`config.mk`:
```
export PLATFORM = sky130hd
export DESIGN_NAME = dmem_ctrl_flat
export DESIGN_NICKNAME = d
export VERILOG_FILES = /design/src/rtl/dmem_ctrl_if.sv /design/src/rtl/dmem_ctrl.sv /design/src/flat_wrapper.sv
export SDC_FILE = /design/constraint.sdc
export NUM_CORES = 1
export LEC_CHECK = 0
export BUFFER_PORTS_ARGS = -buffer_cell sky130_fd_sc_hd__buf_2
export CORE_ASPECT_RATIO = 1.2
export CORE_MARGIN = 5
export CORE_UTILIZATION = 30
export CTS_CLUSTER_DIAMETER = 150
export DETAILED_ROUTE_END_ITERATION = 12
export PLACE_DENSITY_LB_ADDON = 0.05
export SLEW_MARGIN = 20
export SYNTH_ARGS = -nofsm -noshare
export SYNTH_HDL_FRONTEND = slang
export SYNTH_SLANG_ARGS = --single-unit
```
`constraint.sdc`:
```
create_clock -name clk -period 2.6 [get_ports clk]
set_input_delay 0.13 -clock clk [delete_from_list [all_inputs] [get_ports clk]]
set_output_delay 0.13 -clock clk [all_outputs]
set_load 0.02 [all_outputs]
```
`src/rtl/dmem_ctrl_if.sv`:
```
// dmem_ctrl_if: request, memory-port and response signals of the data-memory controller.
//
//   slave  : controller side (dmem_ctrl).
//   master : environment side. It drives the LSQ request, flush and the memory
//            read data/response, and observes everything the controller drives.
//
// Signals:
//   flush                        squash the in-flight request's response
//   req_valid/req_ready          request handshake
//   req_rob_id, req_l_s,
//   req_funct3, req_addr,
//   req_wdata                    request payload (l_s: 1=load, 0=store)
//   dmem_addr, dmem_rmask,
//   dmem_wmask, dmem_wdata       memory access, masks valid for one cycle
//   dmem_rdata, dmem_resp        memory read word and response pulse
//   resp_valid, resp_rob_id,
//   resp_rd_data, resp_store,
//   resp_misaligned              result toward the ROB
interface dmem_ctrl_if #(
    parameter int unsigned ROB_ID_SIZE = 3
) ();
    logic                   flush;
    logic                   req_valid;
    logic                   req_ready;
    logic [ROB_ID_SIZE-1:0] req_rob_id;
    logic                   req_l_s;
    logic [2:0]             req_funct3;
    logic [31:0]            req_addr;
    logic [31:0]            req_wdata;

    logic [31:0]            dmem_addr;
    logic [3:0]             dmem_rmask;
    logic [3:0]             dmem_wmask;
    logic [31:0]            dmem_wdata;
    logic [31:0]            dmem_rdata;
    logic                   dmem_resp;

    logic                   resp_valid;
    logic [ROB_ID_SIZE-1:0] resp_rob_id;
    logic [31:0]            resp_rd_data;
    logic                   resp_store;
    logic                   resp_misaligned;

    modport slave (
        input  flush, req_valid, req_rob_id, req_l_s, req_funct3, req_addr, req_wdata,
        input  dmem_rdata, dmem_resp,
        output req_ready, dmem_addr, dmem_rmask, dmem_wmask, dmem_wdata,
        output resp_valid, resp_rob_id, resp_rd_data, resp_store, resp_misaligned
    );

    modport master (
        output flush, req_valid, req_rob_id, req_l_s, req_funct3, req_addr, req_wdata,
        output dmem_rdata, dmem_resp,
        input  req_ready, dmem_addr, dmem_rmask, dmem_wmask, dmem_wdata,
        input  resp_valid, resp_rob_id, resp_rd_data, resp_store, resp_misaligned
    );
endinterface

```
`src/rtl/dmem_ctrl.sv`:
```
// dmem_ctrl: single-outstanding data-memory controller between the load/store
// queue and the dmem port. Forms the aligned address, byte masks and shifted
// store data, waits for the memory response and returns an extended load value
// or a store ack tagged with the ROB id. Responses of flushed requests are dropped.
//
// Ports:
//   clk     clock
//   rst_n   asynchronous active-low reset
//   bus_io  dmem_ctrl_if.slave (request, memory port, response)
// All outputs are registered.
module dmem_ctrl #(
    parameter int unsigned ROB_ID_SIZE = 3
) (
    input logic        clk,
    input logic        rst_n,
    dmem_ctrl_if.slave bus_io
);

    typedef enum logic [1:0] {StIdle, StReq, StRespWait} state_e;

    state_e                 state_q;
    logic                   drop_q;
    logic [ROB_ID_SIZE-1:0] rob_id_q;
    logic                   l_s_q;
    logic [2:0]             funct3_q;
    logic [1:0]             off_q;

    logic                   req_ready_q;
    logic [31:0]            dmem_addr_q;
    logic [31:0]            dmem_wdata_q;
    logic [3:0]             rmask_q;
    logic [3:0]             wmask_q;
    logic                   resp_valid_q;
    logic [ROB_ID_SIZE-1:0] resp_rob_id_q;
    logic [31:0]            resp_rd_data_q;
    logic                   resp_store_q;
    logic                   resp_mis_q;

    logic        accept;
    logic        req_mis;
    logic [3:0]  req_mask;
    logic [1:0]  req_off;
    logic [31:0] shifted;
    logic [31:0] load_data;

    assign req_off = bus_io.req_addr[1:0];

    always_comb begin
        accept = bus_io.req_valid && req_ready_q && !bus_io.flush;
        // funct3[1:0] gives the access size for both loads and stores.
        unique case (bus_io.req_funct3[1:0])
            2'b00: begin
                req_mis  = 1'b0;
                req_mask = 4'b0001 << req_off;
            end
            2'b01: begin
                req_mis  = req_off[0];
                req_mask = 4'b0011 << req_off;
            end
            default: begin
                req_mis  = (req_off != 2'b00);
                req_mask = 4'b1111;
            end
        endcase
    end

    always_comb begin
        shifted = bus_io.dmem_rdata >> {off_q, 3'b000};
        unique case (funct3_q)
            3'b000:  load_data = {{24{shifted[7]}}, shifted[7:0]};
            3'b001:  load_data = {{16{shifted[15]}}, shifted[15:0]};
            3'b100:  load_data = {24'h0, shifted[7:0]};
            3'b101:  load_data = {16'h0, shifted[15:0]};
            default: load_data = shifted;
        endcase
    end

    always_ff @(posedge clk or negedge rst_n) begin
        if (!rst_n) begin
            state_q        <= StIdle;
            drop_q         <= 1'b0;
            rob_id_q       <= '0;
            l_s_q          <= 1'b0;
            funct3_q       <= 3'b000;
            off_q          <= 2'b00;
            req_ready_q    <= 1'b1;
            dmem_addr_q    <= 32'h0;
            dmem_wdata_q   <= 32'h0;
            rmask_q        <= 4'h0;
            wmask_q        <= 4'h0;
            resp_valid_q   <= 1'b0;
            resp_rob_id_q  <= '0;
            resp_rd_data_q <= 32'h0;
            resp_store_q   <= 1'b0;
            resp_mis_q     <= 1'b0;
        end else begin
            // Pulses and masks default low; masks are only set for the REQ cycle.
            resp_valid_q <= 1'b0;
            resp_store_q <= 1'b0;
            resp_mis_q   <= 1'b0;
            rmask_q      <= 4'h0;
            wmask_q      <= 4'h0;
            unique case (state_q)
                StIdle: begin
                    if (accept) begin
                        rob_id_q <= bus_io.req_rob_id;
                        l_s_q    <= bus_io.req_l_s;
                        funct3_q <= bus_io.req_funct3;
                        off_q    <= req_off;
                        if (req_mis) begin
                            // Rejected without touching memory; answer next cycle.
                            resp_valid_q   <= 1'b1;
                            resp_mis_q     <= 1'b1;
                            resp_store_q   <= !bus_io.req_l_s;
                            resp_rob_id_q  <= bus_io.req_rob_id;
                            resp_rd_data_q <= 32'h0;
                        end else begin
                            state_q      <= StReq;
                            req_ready_q  <= 1'b0;
                            dmem_addr_q  <= {bus_io.req_addr[31:2], 2'b00};
                            dmem_wdata_q <= bus_io.req_wdata << {req_off, 3'b000};
                            if (bus_io.req_l_s) begin
                                rmask_q <= req_mask;
                            end else begin
                                wmask_q <= req_mask;
                            end
                        end
                    end
                end
                StReq: begin
                    state_q <= StRespWait;
                    if (bus_io.flush) begin
                        drop_q <= 1'b1;
                    end
                end
                StRespWait: begin
                    if (bus_io.dmem_resp) begin
                        state_q     <= StIdle;
                        req_ready_q <= 1'b1;
                        drop_q      <= 1'b0;
                        // A flush arriving with the response also kills it.
                        if (!drop_q && !bus_io.flush) begin
                            resp_valid_q   <= 1'b1;
                            resp_store_q   <= !l_s_q;
                            resp_rob_id_q  <= rob_id_q;
                            resp_rd_data_q <= l_s_q ? load_data : 32'h0;
                        end
                    end else if (bus_io.flush) begin
                        drop_q <= 1'b1;
                    end
                end
                default: begin
                    state_q     <= StIdle;
                    req_ready_q <= 1'b1;
                end
            endcase
        end
    end

    assign bus_io.req_ready       = req_ready_q;
    assign bus_io.dmem_addr       = dmem_addr_q;
    assign bus_io.dmem_wdata      = dmem_wdata_q;
    assign bus_io.dmem_rmask      = rmask_q;
    assign bus_io.dmem_wmask      = wmask_q;
    assign bus_io.resp_valid      = resp_valid_q;
    assign bus_io.resp_rob_id     = resp_rob_id_q;
    assign bus_io.resp_rd_data    = resp_rd_data_q;
    assign bus_io.resp_store      = resp_store_q;
    assign bus_io.resp_misaligned = resp_mis_q;

endmodule

```
`src/flat_wrapper.sv`:
```
// flat-port wrapper written by rule: the top's interface ports become plain ports
module dmem_ctrl_flat 
#(
    parameter int unsigned ROB_ID_SIZE = 3
)
  (clk, rst_n, bus_io_flush, bus_io_req_valid, bus_io_req_rob_id, bus_io_req_l_s, bus_io_req_funct3, bus_io_req_addr, bus_io_req_wdata, bus_io_dmem_rdata, bus_io_dmem_resp, bus_io_req_ready, bus_io_dmem_addr, bus_io_dmem_rmask, bus_io_dmem_wmask, bus_io_dmem_wdata, bus_io_resp_valid, bus_io_resp_rob_id, bus_io_resp_rd_data, bus_io_resp_store, bus_io_resp_misaligned);
  dmem_ctrl_if #(.ROB_ID_SIZE(ROB_ID_SIZE)) bus_io_i ();
  input logic clk;
  input logic rst_n;
  input wire logic [$bits(bus_io_i.flush)-1:0] bus_io_flush;
  input wire logic [$bits(bus_io_i.req_valid)-1:0] bus_io_req_valid;
  input wire logic [$bits(bus_io_i.req_rob_id)-1:0] bus_io_req_rob_id;
  input wire logic [$bits(bus_io_i.req_l_s)-1:0] bus_io_req_l_s;
  input wire logic [$bits(bus_io_i.req_funct3)-1:0] bus_io_req_funct3;
  input wire logic [$bits(bus_io_i.req_addr)-1:0] bus_io_req_addr;
  input wire logic [$bits(bus_io_i.req_wdata)-1:0] bus_io_req_wdata;
  input wire logic [$bits(bus_io_i.dmem_rdata)-1:0] bus_io_dmem_rdata;
  input wire logic [$bits(bus_io_i.dmem_resp)-1:0] bus_io_dmem_resp;
  output wire logic [$bits(bus_io_i.req_ready)-1:0] bus_io_req_ready;
  output wire logic [$bits(bus_io_i.dmem_addr)-1:0] bus_io_dmem_addr;
  output wire logic [$bits(bus_io_i.dmem_rmask)-1:0] bus_io_dmem_rmask;
  output wire logic [$bits(bus_io_i.dmem_wmask)-1:0] bus_io_dmem_wmask;
  output wire logic [$bits(bus_io_i.dmem_wdata)-1:0] bus_io_dmem_wdata;
  output wire logic [$bits(bus_io_i.resp_valid)-1:0] bus_io_resp_valid;
  output wire logic [$bits(bus_io_i.resp_rob_id)-1:0] bus_io_resp_rob_id;
  output wire logic [$bits(bus_io_i.resp_rd_data)-1:0] bus_io_resp_rd_data;
  output wire logic [$bits(bus_io_i.resp_store)-1:0] bus_io_resp_store;
  output wire logic [$bits(bus_io_i.resp_misaligned)-1:0] bus_io_resp_misaligned;
  assign bus_io_i.flush = bus_io_flush;
  assign bus_io_i.req_valid = bus_io_req_valid;
  assign bus_io_i.req_rob_id = bus_io_req_rob_id;
  assign bus_io_i.req_l_s = bus_io_req_l_s;
  assign bus_io_i.req_funct3 = bus_io_req_funct3;
  assign bus_io_i.req_addr = bus_io_req_addr;
  assign bus_io_i.req_wdata = bus_io_req_wdata;
  assign bus_io_i.dmem_rdata = bus_io_dmem_rdata;
  assign bus_io_i.dmem_resp = bus_io_dmem_resp;
  assign bus_io_req_ready = bus_io_i.req_ready;
  assign bus_io_dmem_addr = bus_io_i.dmem_addr;
  assign bus_io_dmem_rmask = bus_io_i.dmem_rmask;
  assign bus_io_dmem_wmask = bus_io_i.dmem_wmask;
  assign bus_io_dmem_wdata = bus_io_i.dmem_wdata;
  assign bus_io_resp_valid = bus_io_i.resp_valid;
  assign bus_io_resp_rob_id = bus_io_i.resp_rob_id;
  assign bus_io_resp_rd_data = bus_io_i.resp_rd_data;
  assign bus_io_resp_store = bus_io_i.resp_store;
  assign bus_io_resp_misaligned = bus_io_i.resp_misaligned;
  dmem_ctrl #(.ROB_ID_SIZE(ROB_ID_SIZE)) u_core (.clk(clk), .rst_n(rst_n), .bus_io(bus_io_i));
endmodule
```
# Word-level counts from Yosys, hierarchy flattened
# Cells that the tools add are included.
op_classes:
  n_mux: 44
  shifts: 4
  bitwise: 2
  n_reduce_logical: 18
  n_eq_ne: 11
ops:
  columns: ["operator", "n"]
  rows:
  - ["32-bit 2-to-1 mux", 5]
  - ["32-bit case mux with 4 select lines", 1]
  - ["32-bit case mux with 2 select lines", 1]
  - ["4-bit 2-to-1 mux", 8]
  - ["32-bit by 5-bit left shift with 32-bit output", 1]
  - ["32-bit by 5-bit >> shifter with 32-bit output", 1]
  - ["1-bit 2-to-1 mux", 14]
  - ["3-bit 2-to-1 mux", 4]
  - ["1-bit case mux with 2 select lines", 4]
  - ["4-bit case mux with 2 select lines", 1]
  - ["3-bit equality test (second input constant)", 2]
  - ["2-bit 2-to-1 mux", 3]
  - ["2-bit by 1-bit inequality test with 1-bit output (second input constant)", 3]
  - ["2-bit case mux with 3 select lines", 1]
  - ["3-bit case mux with 2 select lines", 1]
  - ["3-bit AND reduction", 2]
  - ["2-bit nonzero test", 3]
  - ["5-bit AND reduction", 1]
  - ["2-bit by 1-bit equality test with 1-bit output (second input constant)", 2]
  - ["1-bit logical NOT", 4]
  - ["2-bit logical NOT", 2]
  - ["2-bit inequality test (second input constant)", 2]
  - ["4-bit AND reduction", 1]
  - ["1-bit by 2-bit left shift with 4-bit output (first input constant)", 1]
  - ["other kinds (8)", 11]
word_totals:
  output_inout_bits: 111
  inputBits: 108
  regBits: 121
  elab_cells: 95

# Longest topological paths before layout
# Gate-level depths: netlist of run 1.
logic_depth:
  word_depth: 6
  ltp_mapped: 9
  depth_no_buf: 7

# Least setup slack after synthesis of run 1
# Ideal clock, no wire load.
synth_path:
  path_kind: "register -> register"
  startpoint: "register u_core.state_q[0]"
  endpoint: "register u_core.funct3_q[2]"
  t_arrival_ns: 1.660
  required_time_ns: 2.475
  path_stages_with_launch: 7
  setup_slack_ns: 0.815
  period_less_slack_ns: 1.785
  setup_ns: 0.125
  n_path_buf: 2
  cell_sequence: "dfrtp_1 inv_1 ha_1 buf_2 nand2_1 clkbuf_1 mux2_2"
synth_via:
  elab_chain_len: 2
synth_rtl:
  columns: ["element", "line_no", "text"]
  rows:
  - ["from (decl)", "dmem_ctrl.sv:21", "state_e state_q;"]
  - ["from (signal assigned)", "dmem_ctrl.sv:80", "state_q <= StIdle;"]
  - ["from (signal assigned)", "dmem_ctrl.sv:118", "state_q <= StReq;"]
  - ["from (signal assigned)", "dmem_ctrl.sv:131", "state_q <= StRespWait;"]
  - ["2-bit logical NOT", "dmem_ctrl.sv:103", "unique case (state_q)"]
  - ["2-bit AND reduction (no source line)", null, null]
  - ["to (signal assigned)", "dmem_ctrl.sv:108", "funct3_q <= bus_io.req_funct3;"]
  - ["to (decl)", "dmem_ctrl.sv:25", "logic [2:0] funct3_q;"]
# Every way passes these cells.
# A chain may end at the register's enable or synchronous reset.

# Worst setup path in the final report of run 1
layout_path:
  startpoint: "register u_core.state_q[0]"
  endpoint: "register u_core.resp_rd_data_q[4], in the netlist u_core.bus_io.resp_rd_data[4]"
layout_via:
  elab_chain_len: 3
  elab_cells_between_ends: 9
  cone_classes: "eq/ne: 5; mux: 1; reduce/logical: 3"
layout_rtl:
  columns: ["element", "line_no", "text"]
  rows:
  - ["2-bit equality test or 2-bit logical NOT (tied branches)", "dmem_ctrl.sv:103", null]
  - ["2-bit by 1-bit inequality test with 1-bit output (no source line), or another cell as far along", null, null]
  - ["5-bit AND reduction (no source line)", null, null]
  - ["to (signal assigned)", "dmem_ctrl.sv:146", "resp_rd_data_q <= l_s_q ? load_data : 32'h0;"]
  - ["to (decl)", "dmem_ctrl.sv:35", "logic [31:0] resp_rd_data_q;"]
# Several ways; a longest one is shown, not always the timed one.

==> results of run 1 <==
## worst min-delay path by stage
stage	startpoint	end	slack, ps
6_report	bus_io_dmem_rdata[28]	u_core.bus_io.resp_rd_data[28]$_DFFE_PN0P_	20
5_1_grt	bus_io_dmem_rdata[28]	u_core.bus_io.resp_rd_data[28]$_DFFE_PN0P_	30
4_1_cts	bus_io_dmem_rdata[28]	u_core.bus_io.resp_rd_data[28]$_DFFE_PN0P_	3
3_5_place_dp	rst_n	u_core.bus_io.resp_rd_data[27]$_DFFE_PN0P_	-50
3_3_place_gp	rst_n	u_core.bus_io.resp_rd_data[27]$_DFFE_PN0P_	-50
2_1_floorplan	rst_n	u_core.bus_io.dmem_addr[10]$_DFFE_PN0P_	-170
## flip-flops by register name, summed over array words and instances (netlist names), 3 cells and up
| signal | cells |
|---|---|
| u_core.bus_io.dmem_rmask | 4 |
| u_core.bus_io.dmem_wmask | 4 |
| u_core.funct3_q | 3 |
| u_core.rob_id_q | 3 |
| u_core.bus_io.resp_rd_data | 32 |
| u_core.bus_io.dmem_wdata | 32 |
| u_core.bus_io.resp_rob_id | 3 |
| u_core.bus_io.dmem_addr | 30 |
## metal layers
metal	up-vias	wire length, um
met5	-	7
li1	2352	-
met1	2396	7160
met3	25	1220
met2	151	8960
met4	2	435
## cells by family (layout without fill, tap and decap cells)
group,Yosys count,count (layout),share of synthesized area (%)
XOR/XNOR,3,3,0.458
multiplexers,92,92,17.3
AND/OR/NAND/NOR,136,136,11.6
buffers and inverters,45,311,4.14
AO/OA/AOI/OAI,117,117,12.9
other,1,3,0.0653
adder cells (fa/ha/maj),4,4,0.871
flip-flops,121,121,52.7
## critical path: cells and delay by family (launching register included)
family,cells,cell delay (ps)
AND/OR/NAND/NOR,2,860
AO/OA/AOI/OAI,1,430
flip-flops,1,410
adder cells (fa/ha/maj),1,370
buffers and inverters,1,90
## per-stage QoR
| step | cell area [sq um] | setup slack (ps) | std cells |
|---|---|---|---|
| 6_report | 8120 | 319 | 1043 |
| 3_3_place_gp | 7030 | 447 | 960 |
| 2_1_floorplan | 5750 | 815 | 520 |
| 5_1_grt | 8120 | 136 | 1043 |
| 3_5_place_dp | 7030 | 341 | 960 |
| 4_1_cts | 8120 | 309 | 1042 |
## final cells by class
type / instances / area share [%]
flip-flops and latches: 121 / 37.3
multi-input cells: 354 / 30.6
repair buffers: 276 / 20.7
clock buffers: 19 / 5.45
well taps: 256 / 3.94
clock inverters: 13 / 1.80
inverters: 3 / 0.139
diodes: 1 / 0.0308
## timing repair
action	in CTS	in global routing
resized for setup	0	0
hold buffers	50	0
endpoints found under the hold margin	170	0
buffers inserted	0	0
## power by group through the flow
stage               clock (W)  sequential (W)  combinational (W)
floorplan                   0         0.00344            0.00148
global placement            0         0.00286            0.00310
detailed placement          0         0.00288            0.00314
CTS                   0.00242         0.00286            0.00320
global route          0.00250         0.00293            0.00342
finish                0.00235         0.00285            0.00314
## placed cells by master (no fill, tap or decap), types with 13 or more instances in the layout
| cell | synthesis | final |
|---|---|---|
| sky130_fd_sc_hd__a21oi_1 | 33 | 33 |
| sky130_fd_sc_hd__buf_2 | 19 | 215 |
| sky130_fd_sc_hd__clkbuf_16 | 0 | 17 |
| sky130_fd_sc_hd__dfrtp_1 | 120 | 120 |
| sky130_fd_sc_hd__dlygate4sd3_1 | 0 | 50 |
| sky130_fd_sc_hd__mux2_1 | 38 | 38 |
| sky130_fd_sc_hd__mux2_2 | 19 | 19 |
| sky130_fd_sc_hd__mux2i_1 | 35 | 35 |
| sky130_fd_sc_hd__nand2_1 | 62 | 62 |
| sky130_fd_sc_hd__nor2_1 | 24 | 24 |
| sky130_fd_sc_hd__o21ai_0 | 13 | 13 |
| sky130_fd_sc_hd__o21ai_1 | 23 | 22 |
==> impl_metrics.ini, run 1 <==
[setup_path]
critPathCaptureType = flop
r2r_setup_slack_ps = 320
slowest_cell_delay_on_critical_path_ps = 540
crit_path_top_delay_cell = sky130_fd_sc_hd__nand3_1
arrival_ps = 2590
crit_fanout = 16
timing.critical_path.required_ps = 2910
worstReg2RegStart = u_core.state_q[0]$_DFFE_PN0P_
rr_worst_depth = 5
critPathCapture = u_core.bus_io.resp_rd_data[4]$_DFFE_PN0P_
reg2reg_to = u_core.bus_io.resp_rd_data[4]$_DFFE_PN0P_
cell_chain_of_the_critical_path = inv_1 -> ha_1 -> and4bb_2 -> nand3_1 -> o31ai_1
timing_worst_setup_path_type = flop to flop
worst_setup_path_startpoint = u_core.state_q[0]$_DFFE_PN0P_
critical_path.startpoint_type = flop

[worst_hold_path]
worst_hold_path_type = primary input to flop
timing.hold.worst_path_depth = 3

[timing]
final.setup.tns_ps = 0
timing.fmax_ghz = 0.438
slew_viol_final = 0
setup_viol_count_final = 0
timing.final.crit_share_pct = 87.7
post-route-min-period_ps = 2280
clock-skew-final_ps = 6.19
maxSlewHeadroom_pct = 48.2
timing.hold.ws_ps = 18.1
worst_pin_slew_ps = 775
rsz0062_at_grt = no
hold_viol = 0

[global_routing]
gr-usage-met2_pct = 27.8
grt_pass1_wl_mm = 28.1
global_route.usage.met1_pct = 18.8
number_of_antenna_violations_at_the_first_check_in_global_routing = 2
globalRouteOverflowTotal = 0
global_route.usage.total_pct = 16.3
gr-max-usage-layer = met2
use_met3_pct = 5.36
grt_max_degree = 83
first_global_vias = 5304

[run_status]
status = completed

[synthesis]
most_used_standard_cell_by_instance_count_after_synthesis = sky130_fd_sc_hd__dfrtp_1
syn-mean-instance-area_sq_um = 11.1
synth_edf_count = 0
yosys.area.top_type = sky130_fd_sc_hd__dfrtp_1
total_of_flip_flops_plus_latches_after_synthesis = 121
post_synth_instance_area_sq_mm = 0.00574
largest_cells_by_area_after_synthesis = sky130_fd_sc_hd__dfrtp_1, sky130_fd_sc_hd__mux2_1, sky130_fd_sc_hd__mux2i_1, sky130_fd_sc_hd__nand2_1, sky130_fd_sc_hd__mux2_2
netlist-cell-type-count = 48
ys.flop_type = sky130_fd_sc_hd__dfrtp_1
postSynth.asyncResetShare_pct = 100
synth-warning-count = 0
post-synth-top-area-fraction_pct = 52.3
synth_sequential_area_ratio_pct = 52.7
postSynthCellCount = 519
synthTopCellsByCount = sky130_fd_sc_hd__dfrtp_1, sky130_fd_sc_hd__nand2_1, sky130_fd_sc_hd__mux2_1

[power_and_ir_drop]
intPower_w = 0.00517
vdd.ir_drop.worst_mv = 0.439
power_frac_seq_pct = 34.2
power.density_mw_per_mm2 = 1030
post-layout-total-power_w = 0.00834
leakagePower_nw = 4.05
clock_share_of_power_pct = 28.2
power_switching_w = 0.00317
switching_share_pct = 38.0
share_comb_of_total_power_pct = 37.7

[run]
max-cap-violations = 0

[final_layout]
nets = 885
multi_input_area_sq_mm = 0.00248
synthesis_to_finish_area_growth_pct = 41.4
final_util_pct = 43.1
drive_above_1_share_pct = 36.3
register_area_sq_mm = 0.00303
layout.filler_cells = 1899

[route]
drc = 0
viasPerCell = 4.72
final_antenna_net_count = 0
drt-pass1-iter-count = 5
wirelength_mm = 17.8
iteration_0_drc_markers = 214
vias = 4926
routed_wire_length_per_instance_um = 17.0

[floorplan]
initial_utilization_pct = 30.5
floorplan.die_area_sq_mm = 0.0220
core-area_sq_mm = 0.0189
floorplan.die.height_um = 162
pin_count = 219
std_cell_rows = 55
die-width_um = 136

[clock_network]
clk-insertion-delay-late_ps = 410
cts.clk_slew.worst_paths_ps = 60
numCtsBuffers = 17
ctsHtreeMaxLevel = 4
clock_path_buffers = 2
clock_tree.root_cell = sky130_fd_sc_hd__clkbuf_16
cts_tree = built
clock_sink_total = 121

[placed_design]
place.gp.congestion = 0.805
dp.final_hpwl_mm = 12.8
placement.io_buffers = 216
Note: power is estimated with default switching activity, not from simulation.
==> inputs of run 2 (changes only) <==
--- a/config.mk
+++ b/config.mk
@@ -14,2 +14,3 @@
 export PLACE_DENSITY_LB_ADDON = 0.05
+export RECOVER_POWER = 50
 export SLEW_MARGIN = 20
==> constraint.sdc (replaced) <==
create_clock -name clk -period 2.6 [get_ports clk]
set_input_delay 0.52 -clock clk [delete_from_list [all_inputs] [get_ports clk]]
set_output_delay 0.52 -clock clk [all_outputs]
set_load 0.02 [all_outputs]
==> impl_metrics.ini, run 2 (synthesis results as in run 1) <==
[power_and_ir_drop]
power.density_mw_per_mm2 = 1090
vdd.ir_drop.worst_mv = 0.505
intPower_w = 0.00507
power_switching_w = 0.00317
power_frac_seq_pct = 34.8
leakagePower_nw = 3.66
clock_share_of_power_pct = 28.9
share_comb_of_total_power_pct = 36.3
switching_share_pct = 38.5

[timing]
hold_viol = 0
timing.fmax_ghz = 0.501
maxSlewHeadroom_pct = -13.2
clock-skew-final_ps = 10.0
setup_viol_count_final = 0
post-route-min-period_ps = 2000
final_critical_path_setup_slack_ps = 603
worst_pin_slew_ps = 1700
final.setup.tns_ps = 0
slew_viol_final = 122
rsz0062_at_grt = no
timing.final.crit_share_pct = 76.8

[clock_network]
cts_setup_buffers = 0
cts.clk_slew.worst_paths_ps = 60
clock_path_buffers = 2
cts-resized-gates = 0
postCtsHoldBufs = 0
ctsHtreeMaxLevel = 4
clock_sink_total = 121
cts_tree = built
clk-insertion-delay-late_ps = 420
numCtsBuffers = 17
clock_tree.root_cell = sky130_fd_sc_hd__clkbuf_16

[setup_path]
worstReg2RegStart = u_core.state_q[0]$_DFFE_PN0P_
reg2reg_to = u_core.bus_io.resp_rd_data[21]$_DFFE_PN0P_
arrival_ps = 2350
crit_path_top_delay_cell = sky130_fd_sc_hd__and4b_1
cell_chain_of_the_critical_path = inv_1 -> ha_1 -> and4bb_2 -> nand2_1 -> and4b_1 -> a22oi_1 -> nand2_1
r2r_setup_slack_ps = 600
timing.critical_path.buf_inv = 1
crit_fanout = 8
timing_worst_setup_path_type = flop to flop
library_cell_appearing_most_often_on_the_critical_path = sky130_fd_sc_hd__nand2_1
slowest_cell_delay_on_critical_path_ps = 470
critPathCaptureType = flop
timing.critical_path.required_ps = 2950
critical_path.startpoint_type = flop
cp_top_family = simple AND/OR/NAND/NOR gates
rr_worst_depth = 7

[worst_hold_path]
worst_hold_path_type = primary input to flop
timing.hold.worst_path_depth = 2
hold_path_startpoint = bus_io_req_addr[31]
hold_path_end = u_core.bus_io.dmem_addr[31]$_DFFE_PN0P_

[floorplan]
initial_utilization_pct = 30.5
pin_count = 219
std_cell_rows = 55
core-area_sq_mm = 0.0189
die-width_um = 136
floorplan.die.height_um = 162
floorplan.die_area_sq_mm = 0.0220

[run_status]
status = finished with violations
violated_checks = capacitance limit, slew limit

[final_layout]
layout.filler_cells = 1969
layout_common_cells = sky130_fd_sc_hd__buf_2, sky130_fd_sc_hd__dfrtp_1, sky130_fd_sc_hd__nand2_1
multi_input_area_sq_mm = 0.00248
leading_cell_type_in_the_layout_fill_and_taps_excluded = sky130_fd_sc_hd__buf_2
synthesis_to_finish_area_growth_pct = 31.9
register_area_sq_mm = 0.00303
nets = 839
drive_above_1_share_pct = 32.0
antenna-diode-count = 0

[route]
final_antenna_net_count = 0
iteration_0_drc_markers = 158
drc = 0
routed_wire_length_per_instance_um = 16.9
wirelength_mm = 16.8
vias = 4637
drt-pass1-iter-count = 4
viasPerCell = 4.66

[global_routing]
globalRouteOverflowTotal = 0
grt_pass1_wl_mm = 26.7
global_route.usage.total_pct = 15.4
first_global_vias = 4932
grt_max_degree = 122
number_of_antenna_violations_at_the_first_check_in_global_routing = 0

[placed_design]
detailedPlace.worstSlack_ps = 552
dp.final_hpwl_mm = 12.5
place.gp.congestion = 0.813
placement.io_buffers = 216

[run]
max-cap-violations = 1
## run 2: cell types whose count changed in the layout (fill, tap and decap cells not counted)
cell	change
sky130_fd_sc_hd__clkbuf_4	+2
sky130_fd_sc_hd__buf_2	-53
sky130_fd_sc_hd__inv_6	+5
sky130_fd_sc_hd__clkinv_2	-1
sky130_fd_sc_hd__diode_2	-1
sky130_fd_sc_hd__clkbuf_1	+52
sky130_fd_sc_hd__buf_4	+3
sky130_fd_sc_hd__buf_12	-1
sky130_fd_sc_hd__clkinv_4	-3
sky130_fd_sc_hd__dlygate4sd3_1	-50
## run 2: worst max path at each step
stage / startpoint / to / depth (start not counted)
floorplan: u_core.state_q[0]$_DFFE_PN0P_ / u_core.funct3_q[2]$_DFFE_PN0P_ / 6
global placement: bus_io_req_addr[1] / u_core.bus_io.dmem_wdata[18]$_DFFE_PN0P_ / 5
detailed placement: bus_io_req_addr[1] / u_core.bus_io.dmem_wdata[20]$_DFFE_PN0P_ / 5
CTS: u_core.state_q[0]$_DFFE_PN0P_ / u_core.bus_io.resp_rd_data[25]$_DFFE_PN0P_ / 7
global route: u_core.state_q[0]$_DFFE_PN0P_ / u_core.bus_io.resp_rd_data[24]$_DFFE_PN0P_ / 7
finish: u_core.state_q[0]$_DFFE_PN0P_ / u_core.bus_io.resp_rd_data[21]$_DFFE_PN0P_ / 7
## run 2: metal layers
metal,routed length (um),vias up,global-route usage (%)
met5,0,-,0
met4,167,0,4.22
met3,1300,14,6.11
met2,8440,140,25.6
met1,6880,2228,18.7
li1,-,2255,-
## run 2: power by group through the flow
stage	Clock (W)	Sequential, W	Combinational (W)
2_1_floorplan	0	0.00344	0.00148
3_3_place_gp	0	0.00288	0.00309
3_5_place_dp	0	0.00290	0.00313
4_1_cts	0.00246	0.00288	0.00313
5_1_grt	0.00255	0.00296	0.00330
6_report	0.00238	0.00287	0.00299
## run 2: per-stage QoR
stage          utilization, %  power [W]  area (sq um)  hold WS, ps  instances
2_1_floorplan               -    0.00493          5750          224        520
3_3_place_gp             37.4    0.00596          7060          460        964
3_5_place_dp             37.4    0.00602          7060          466        964
4_1_cts                  40.6    0.00847          7660          224        996
5_1_grt                  40.2    0.00880          7580          293        996
6_report                 40.2    0.00824          7580          313        996
## run 2: final cells by class
type / instances / area share, %
repair buffers: 230 / 15.0
multi-input cells: 354 / 32.8
inverters: 3 / 0.149
flip-flops and latches: 121 / 40.0
clock buffers: 18 / 5.80
clock inverters: 14 / 2.10
well taps: 256 / 4.23
